### config.mk
export PLATFORM = sky130hd
export DESIGN_NAME = loopback_chan_fifo
export DESIGN_NICKNAME = d
export VERILOG_FILES = /design/src/rtl/loopback_chan_fifo.sv
export SDC_FILE = /design/constraint.sdc
export NUM_CORES = 1
export LEC_CHECK = 0
export CAP_MARGIN = 20
export CORE_MARGIN = 1
export CORE_UTILIZATION = 55
export CTS_CLUSTER_SIZE = 16
export DETAILED_ROUTE_END_ITERATION = 16
export HOLD_SLACK_MARGIN = 0.08
export PLACE_DENSITY = 0.8
export SLEW_MARGIN = 10
export SYNTH_ARGS = -nofsm -noshare
export SYNTH_HDL_FRONTEND = slang
export SYNTH_SLANG_ARGS = --single-unit
export TNS_END_PERCENT = 1
### constraint.sdc
create_clock -name clk_i -period 5.4 [get_ports clk_i]
set_clock_uncertainty 0.2 [all_clocks]
set_input_delay 0.81 -clock clk_i [delete_from_list [all_inputs] [get_ports clk_i]]
set_output_delay 0.81 -clock clk_i [all_outputs]
set_load 0.05 [all_outputs]
### src/rtl/loopback_chan_fifo.sv
// loopback_chan_fifo
// A bank of independent byte FIFOs. It sits in the loopback path of the
// multi-channel CDC top, between the OUT-endpoint bytes and the IN endpoint.
// Channel k uses bits [8k+7:8k] of the packed data buses.
// Each channel has AW+1 bit read and write pointers. The extra top bit tells
// full apart from empty when the address bits are equal.
// The read is combinational from a register array, so the head byte is
// visible in the same cycle that rd_valid_o rises.
// Optional build macro: LOOPBACK_CHAN_FIFO_LEVEL_EN adds the level_o port,
// which gives a registered fill count per channel.
module loopback_chan_fifo #(
   parameter int CHANNELS = 7,
   parameter int DEPTH    = 8,
   parameter int AW       = $clog2(DEPTH)
) (
   input  logic                        clk_i,
   input  logic                        rstn_i,
   input  logic [8*CHANNELS-1:0]       wr_data_i,
   input  logic [CHANNELS-1:0]         wr_valid_i,
   output logic [CHANNELS-1:0]         wr_ready_o,
   output logic [8*CHANNELS-1:0]       rd_data_o,
   output logic [CHANNELS-1:0]         rd_valid_o,
   input  logic [CHANNELS-1:0]         rd_ready_i
`ifdef LOOPBACK_CHAN_FIFO_LEVEL_EN
   ,
   output logic [CHANNELS*(AW+1)-1:0]  level_o
`endif
);

   localparam logic [AW:0] PTR_ONE = {{AW{1'b0}}, 1'b1};

   generate
      for (genvar gi = 0; gi < CHANNELS; gi++) begin : g_chan
         logic [AW:0]   r_wp;
         logic [AW:0]   r_rp;
         logic [7:0]    r_mem [DEPTH];
         logic [AW-1:0] w_waddr;
         logic [AW-1:0] w_raddr;
         logic          w_full;
         logic          w_empty;
         logic          w_push;
         logic          w_pop;

         assign w_waddr = r_wp[AW-1:0];
         assign w_raddr = r_rp[AW-1:0];

         // Equal pointers mean empty. Equal addresses with different wrap bits mean full.
         assign w_empty = (r_wp == r_rp);
         assign w_full  = (w_waddr == w_raddr) && (r_wp[AW] != r_rp[AW]);

         // Ready depends only on the pointers. A full FIFO refuses a push
         // even in a cycle that also pops.
         assign w_push = wr_valid_i[gi] && !w_full;
         assign w_pop  = rd_ready_i[gi] && !w_empty;

         assign wr_ready_o[gi]          = !w_full;
         assign rd_valid_o[gi]          = !w_empty;
         assign rd_data_o[gi*8 +: 8]    = r_mem[w_raddr];

         // Pointer update. Reset wins over any push or pop that arrives in the same cycle.
         always_ff @(posedge clk_i) begin
            if (!rstn_i) begin
               r_wp <= '0;
               r_rp <= '0;
            end else begin
               if (w_push) begin
                  r_wp <= r_wp + PTR_ONE;
               end
               if (w_pop) begin
                  r_rp <= r_rp + PTR_ONE;
               end
            end
         end

         // Storage write. Contents survive reset, but a push presented during reset is dropped.
         always_ff @(posedge clk_i) begin
            if (rstn_i && w_push) begin
               r_mem[w_waddr] <= wr_data_i[gi*8 +: 8];
            end
         end

`ifdef LOOPBACK_CHAN_FIFO_LEVEL_EN
         logic [AW:0] r_level;

         // Fill count. It moves on the same edge as the pointers and always equals wp - rp.
         always_ff @(posedge clk_i) begin
            if (!rstn_i) begin
               r_level <= '0;
            end else if (w_push && !w_pop) begin
               r_level <= r_level + PTR_ONE;
            end else if (w_pop && !w_push) begin
               r_level <= r_level - PTR_ONE;
            end
         end

         assign level_o[gi*(AW+1) +: (AW+1)] = r_level;
`endif
      end
   endgenerate

endmodule

Word level (Yosys, flattened, before mapping)
Memories as Yosys holds them, arrays and structs flattened. A register that Yosys moved wholly into a read port is not among the register bits.
Index checks and enable logic that the tools add are counted.
Cells by class
  mux-type cells: 28
  add/sub/neg operators: 14
  equal/unequal tests: 21
  reductions and logical operators: 42
Operator list (number)
  $add A4 B1 Y4 const B: 14
  $mux W3: 14
  $eq A4 B4 Y1: 7
  $logic_and A1 B1 Y1: 28
  $eq A3 B3 Y1: 7
  $logic_not A1 Y1: 14
  $mux W1: 14
  $ne A1 B1 Y1: 7
Word-level totals
  input port bits: 72
  flip-flop bits (word level): 56
  bits in writable memories: 448
  output and inout bits: 70
  memories kept: 7
Memory list
  g_chan[0].r_mem: depth 8, bits a word 8, rd ports 1, clocked after memory_dff 1, wr ports 1, RTL line 36  | logic [7:0] r_mem [DEPTH];
  g_chan[1].r_mem: depth 8, bits a word 8, rd ports 1, clocked after memory_dff 1, wr ports 1, RTL line 36
  g_chan[2].r_mem: depth 8, bits a word 8, rd ports 1, clocked after memory_dff 1, wr ports 1, RTL line 36
  g_chan[3].r_mem: depth 8, bits a word 8, rd ports 1, clocked after memory_dff 1, wr ports 1, RTL line 36
  g_chan[4].r_mem: depth 8, bits a word 8, rd ports 1, clocked after memory_dff 1, wr ports 1, RTL line 36
  g_chan[5].r_mem: depth 8, bits a word 8, rd ports 1, clocked after memory_dff 1, wr ports 1, RTL line 36
  +1 memories

Depth between registers and ports, before layout
  depth after elaboration: 7
  depth in mapped cells: 5
  depth with buffers taken out: 4

Worst setup path before layout
OpenSTA, ideal clock, no wires.
  path type: in2reg
  start: input rstn_i
  end: memory g_chan[1].r_mem[0][0], enable pin
  data required time: 4802 ps
  stages on the path: 4
  setup time: 398 ps
  arrival: 2337 ps
  setup slack: 2465 ps
  buffers on the path: 2
  cell sequence: buf_2 > clkbuf_1 > and3b_1 > nor4b_1
Between the ends
  word-level cells in the longest chain between the ends: 3
RTL lines
  from (decl): RTL line 17  | input logic rstn_i,
  $logic_and A1 B1 Y1: RTL line 77  | if (rstn_i && w_push) begin
  $mux W1: RTL line 77
  $mux W1 (not written as such): RTL line 78  | r_mem[w_waddr] <= wr_data_i[gi*8 +: 8];
  to (decl): RTL line 36
Every way passes these cells.

==> metrics.md <==
| Metric | Value |
|---|---|
| Wire per inst | 21.0 um |
| Die ar. | 41000 um^2 |
| DP Area | 24000 um^2 |
| # DRC | 0 |
| Crit path time final | 4.05 ns |
| DP HPWL | 26.1 mm |
| Root buffer cell | clkbuf_16 |
| FFs w/ async S/R, synth | 0% |
| Setup CP Type | reg2out |
| Starting Density | 55.7% |
| Post-route cell area | 26000 um^2 |
| Status | complete, no violations |
| Nets | 1478 |
| Setup tns final | 0 ns |
| # diodes | 0 |
| Total CTS buffers | 52 |
| FF+latch count, synth | 525 |
| Reg2Reg Launch Point | g_chan[6].r_rp[3] |
| GP Congestion | 0.780 |
| Initial antenna violation count | 0 |
| Req. time, crit path | 4.39 ns |
| Post-Syn Instances | 1238 |
| Hold WS | 0.359 ns |
| Static Leak | 8.42 nW |
| Total global routing overflow | 0 |
| PD cells | 384 nW/um^2 |
| Final setup violation count | 0 |
| Vias per cell | 5.78 |
| Core Region | 39700 um^2 |
| Synth area leaders | edfxtp_1 (61%), mux4_2 (11%), dfxtp_1 (7.0%), mux2_2 (3.3%), mux2i_1 (2.3%) |
| Final Non-Filler Cells | 1961 |
| Drt total wl | 41.1 mm |
| Slew Limit Fails | 0 |
| Clk Latency, worst-skew pair | 0.58 ns |
| Critical path arrival | 3.04 ns |
| CTS H-Tree Depth | 2 |
| Largest net degree at the start of global routing | 75 |
| Top_reg_cell synth | edfxtp_1 |
| Layout cells sized above 1 | 24.3% |
| Mapped cell area | 22100 um^2 |
| Fin crit share | 75.1% |
| Drt first-iter violations | 848 |
| Worst-Margin Slew | 0.953 ns |
| Port bufs | 141 |
| Seq/Total Area, Yosys | 67.7% |
| First-pass GRT wire length | 64.1 mm |
| Worst Hold Launch | g_chan[1].r_rp[1] |
| DRT antenna net count | 0 |
| Post-synth EDFFs | 448 |
| Row count | 73 |
| Syn-to-layout area delta | 17.4% |
| Hold_buf cts | 0 |
| Top cell type's share of synthesized area | 60.8% |
| CTS clk-pin slew, worst paths | 0.06 ns |
| Max VDD drop | 320 uV |
| Height of the chip | 203 um |
| DRT Pass-1 Iters | 5 |
| Max cap viols | 0 |
| R2r endpoint | g_chan[6].r_mem[7][1] |
| Vias in the first global route | 11700 |
| Crit. End Element | primary output |
| Vias | 11300 |
| Total of warnings raised by yosys | 0 |
| Clock tree buffer depth | 3 |
| Slew margin rel. | 36.2% |
| Syn_area_per_cell | 17.9 um^2 |
| RSZ-0062 raised after global routing | no |
| Hold Path Cell Cnt | 2 |
| Final Hold Vio Count | 0 |
| Setup slack, reg-to-reg | 2.85 ns |
| GR Util All Layers | 20.3% |
| Register-to-Register Path Depth | 3 |
| # IOs | 142 |
| CTS Sinks | 525 |
| Post-Synthesis Net Count | 1324 |
| PostCTS Resize Cnt | 0 |
| Peak Freq | 247 MHz |
| Setup crit start kind | register |
| CTS tree | yes |
| Post-CTS Setup Inserts | 0 |
| Dominant cell type by area after synthesis | edfxtp_1 |
| Dpl cells | 1856 |
| Crit Path Max Fanout | 9 |
| Hold Path Class | reg2reg |
| Synth cell types | 50 |
| Die X | 203 um |
[registers in the layout, summed over array words and instances (netlist names), named ones only]
signal	flops
g_chan.r_mem	448
g_chan.r_rp	28
g_chan.r_wp	28
[how the worst max path moves through the flow]
stage                                       end  slack [ns]  cells after the start
after floorplan           g_chan[1].r_mem[0][0]        2.46                      4
final                             rd_data_o[17]        1.35                      4
after global routing              rd_data_o[22]        1.18                      4
after global placement            rd_data_o[36]        1.67                      3
after detailed placement          rd_data_o[36]        1.66                      3
after CTS                         rd_data_o[32]        1.01                      3
[per-stage QoR]
step                      setup slack (ns)  total power [mW]  util [%]
final                                 1.35              9.97      65.4
after global routing                  1.18              10.3      65.4
after CTS                             1.01              10.0      65.1
after detailed placement              1.66              6.23      60.5
after global placement                1.67              6.20      60.5
after floorplan                       2.46              5.82         -
[power by group]
group	internal (mW)	switching, mW
registers	4.49	0.156
logic	0.701	0.847
clock network	2.28	1.50
[synthesized netlist by cell type (3+ instances only)]
master / count
and3b_1: 8
buf_4: 7
buf_1: 7
nor2b_1: 6
xnor2_1: 26
ha_1: 14
mux2i_1: 51
inv_1: 4
o41ai_4: 3
nand3b_1: 5
nor3b_1: 3
nor2_1: 30
buf_6: 7
or4_1: 6
nand4_1: 21
buf_2: 29
and2_1: 13
nand3_1: 15
edfxtp_1: 448
clkbuf_1: 19
a41oi_1: 12
mux4_2: 112
o311ai_1: 11
dfxtp_1: 77
nor3_1: 27
xor2_1: 14
xor2_2: 12
nand2_1: 94
o41ai_2: 13
o41a_1: 6
or3b_2: 12
nand2b_1: 37
mux2_2: 64
[logic make-up (layout without fill, tap and decap cells)]
| group | count (synthesis) | in the layout | synth area share [%] |
|---|---|---|---|
| mux | 231 | 231 | 17.2 |
| flops | 525 | 525 | 67.7 |
| simple gates | 286 | 286 | 6.92 |
| xor+xnor | 54 | 54 | 2.61 |
| fa+ha+maj | 14 | 14 | 0.791 |
| buf+inv | 75 | 273 | 1.80 |
| compound gates | 53 | 53 | 2.93 |
[critical path, cell delays in order, from the launching register on]
cell and delay (ns):
dfxtp_1 0.71, buf_8 0.23, mux4_2 0.51, mux2_2 0.29
clkdlybuf4s50_1 0.72
[final cells by class]
class,instances,area (um^2)
Timing Repair Buffer,171,1720
Clock buffer,63,1390
Multi-Input combinational cell,638,6780
Tap cell,525,657
Clock inverter,35,427
Sequential cell,525,15000
Inverter,4,15.0
Fill cell,2613,13700
[cell usage in the layout, fill, tap and decap left out, types with 4 or more instances in the layout]
cell type and instances:
clkinv_4 5, xor2_2 12, mux4_2 112, or4_1 6
nor3_1 24, mux2_2 64, nand2_1 94, xnor2_1 26
nor2b_1 6, clkinv_2 12, edfxtp_1 448, mux2i_1 51
o311ai_1 11, dfxtp_1 77, clkinv_1 5, o41a_1 6
buf_4 24, clkdlybuf4s50_1 140, nand2b_1 37, a41oi_1 12
and3b_1 8, nand3_1 15, or3b_2 12, clkbuf_16 53
nor2_1 30, bufinv_16 9, nand3b_1 5, clkbuf_1 7
nand4_1 21, o41ai_2 13, inv_1 4, ha_1 14
and2_1 13, xor2_1 14
[per-layer routing]
metal | wire length (um) | track usage [%]
met2 | 21100 | 34.4
met3 | 1950 | 3.71
met1 | 17400 | 26.9
met5 | 0 | 0
met4 | 726 | 5.96
Note: power is estimated with default switching activity, not from simulation.
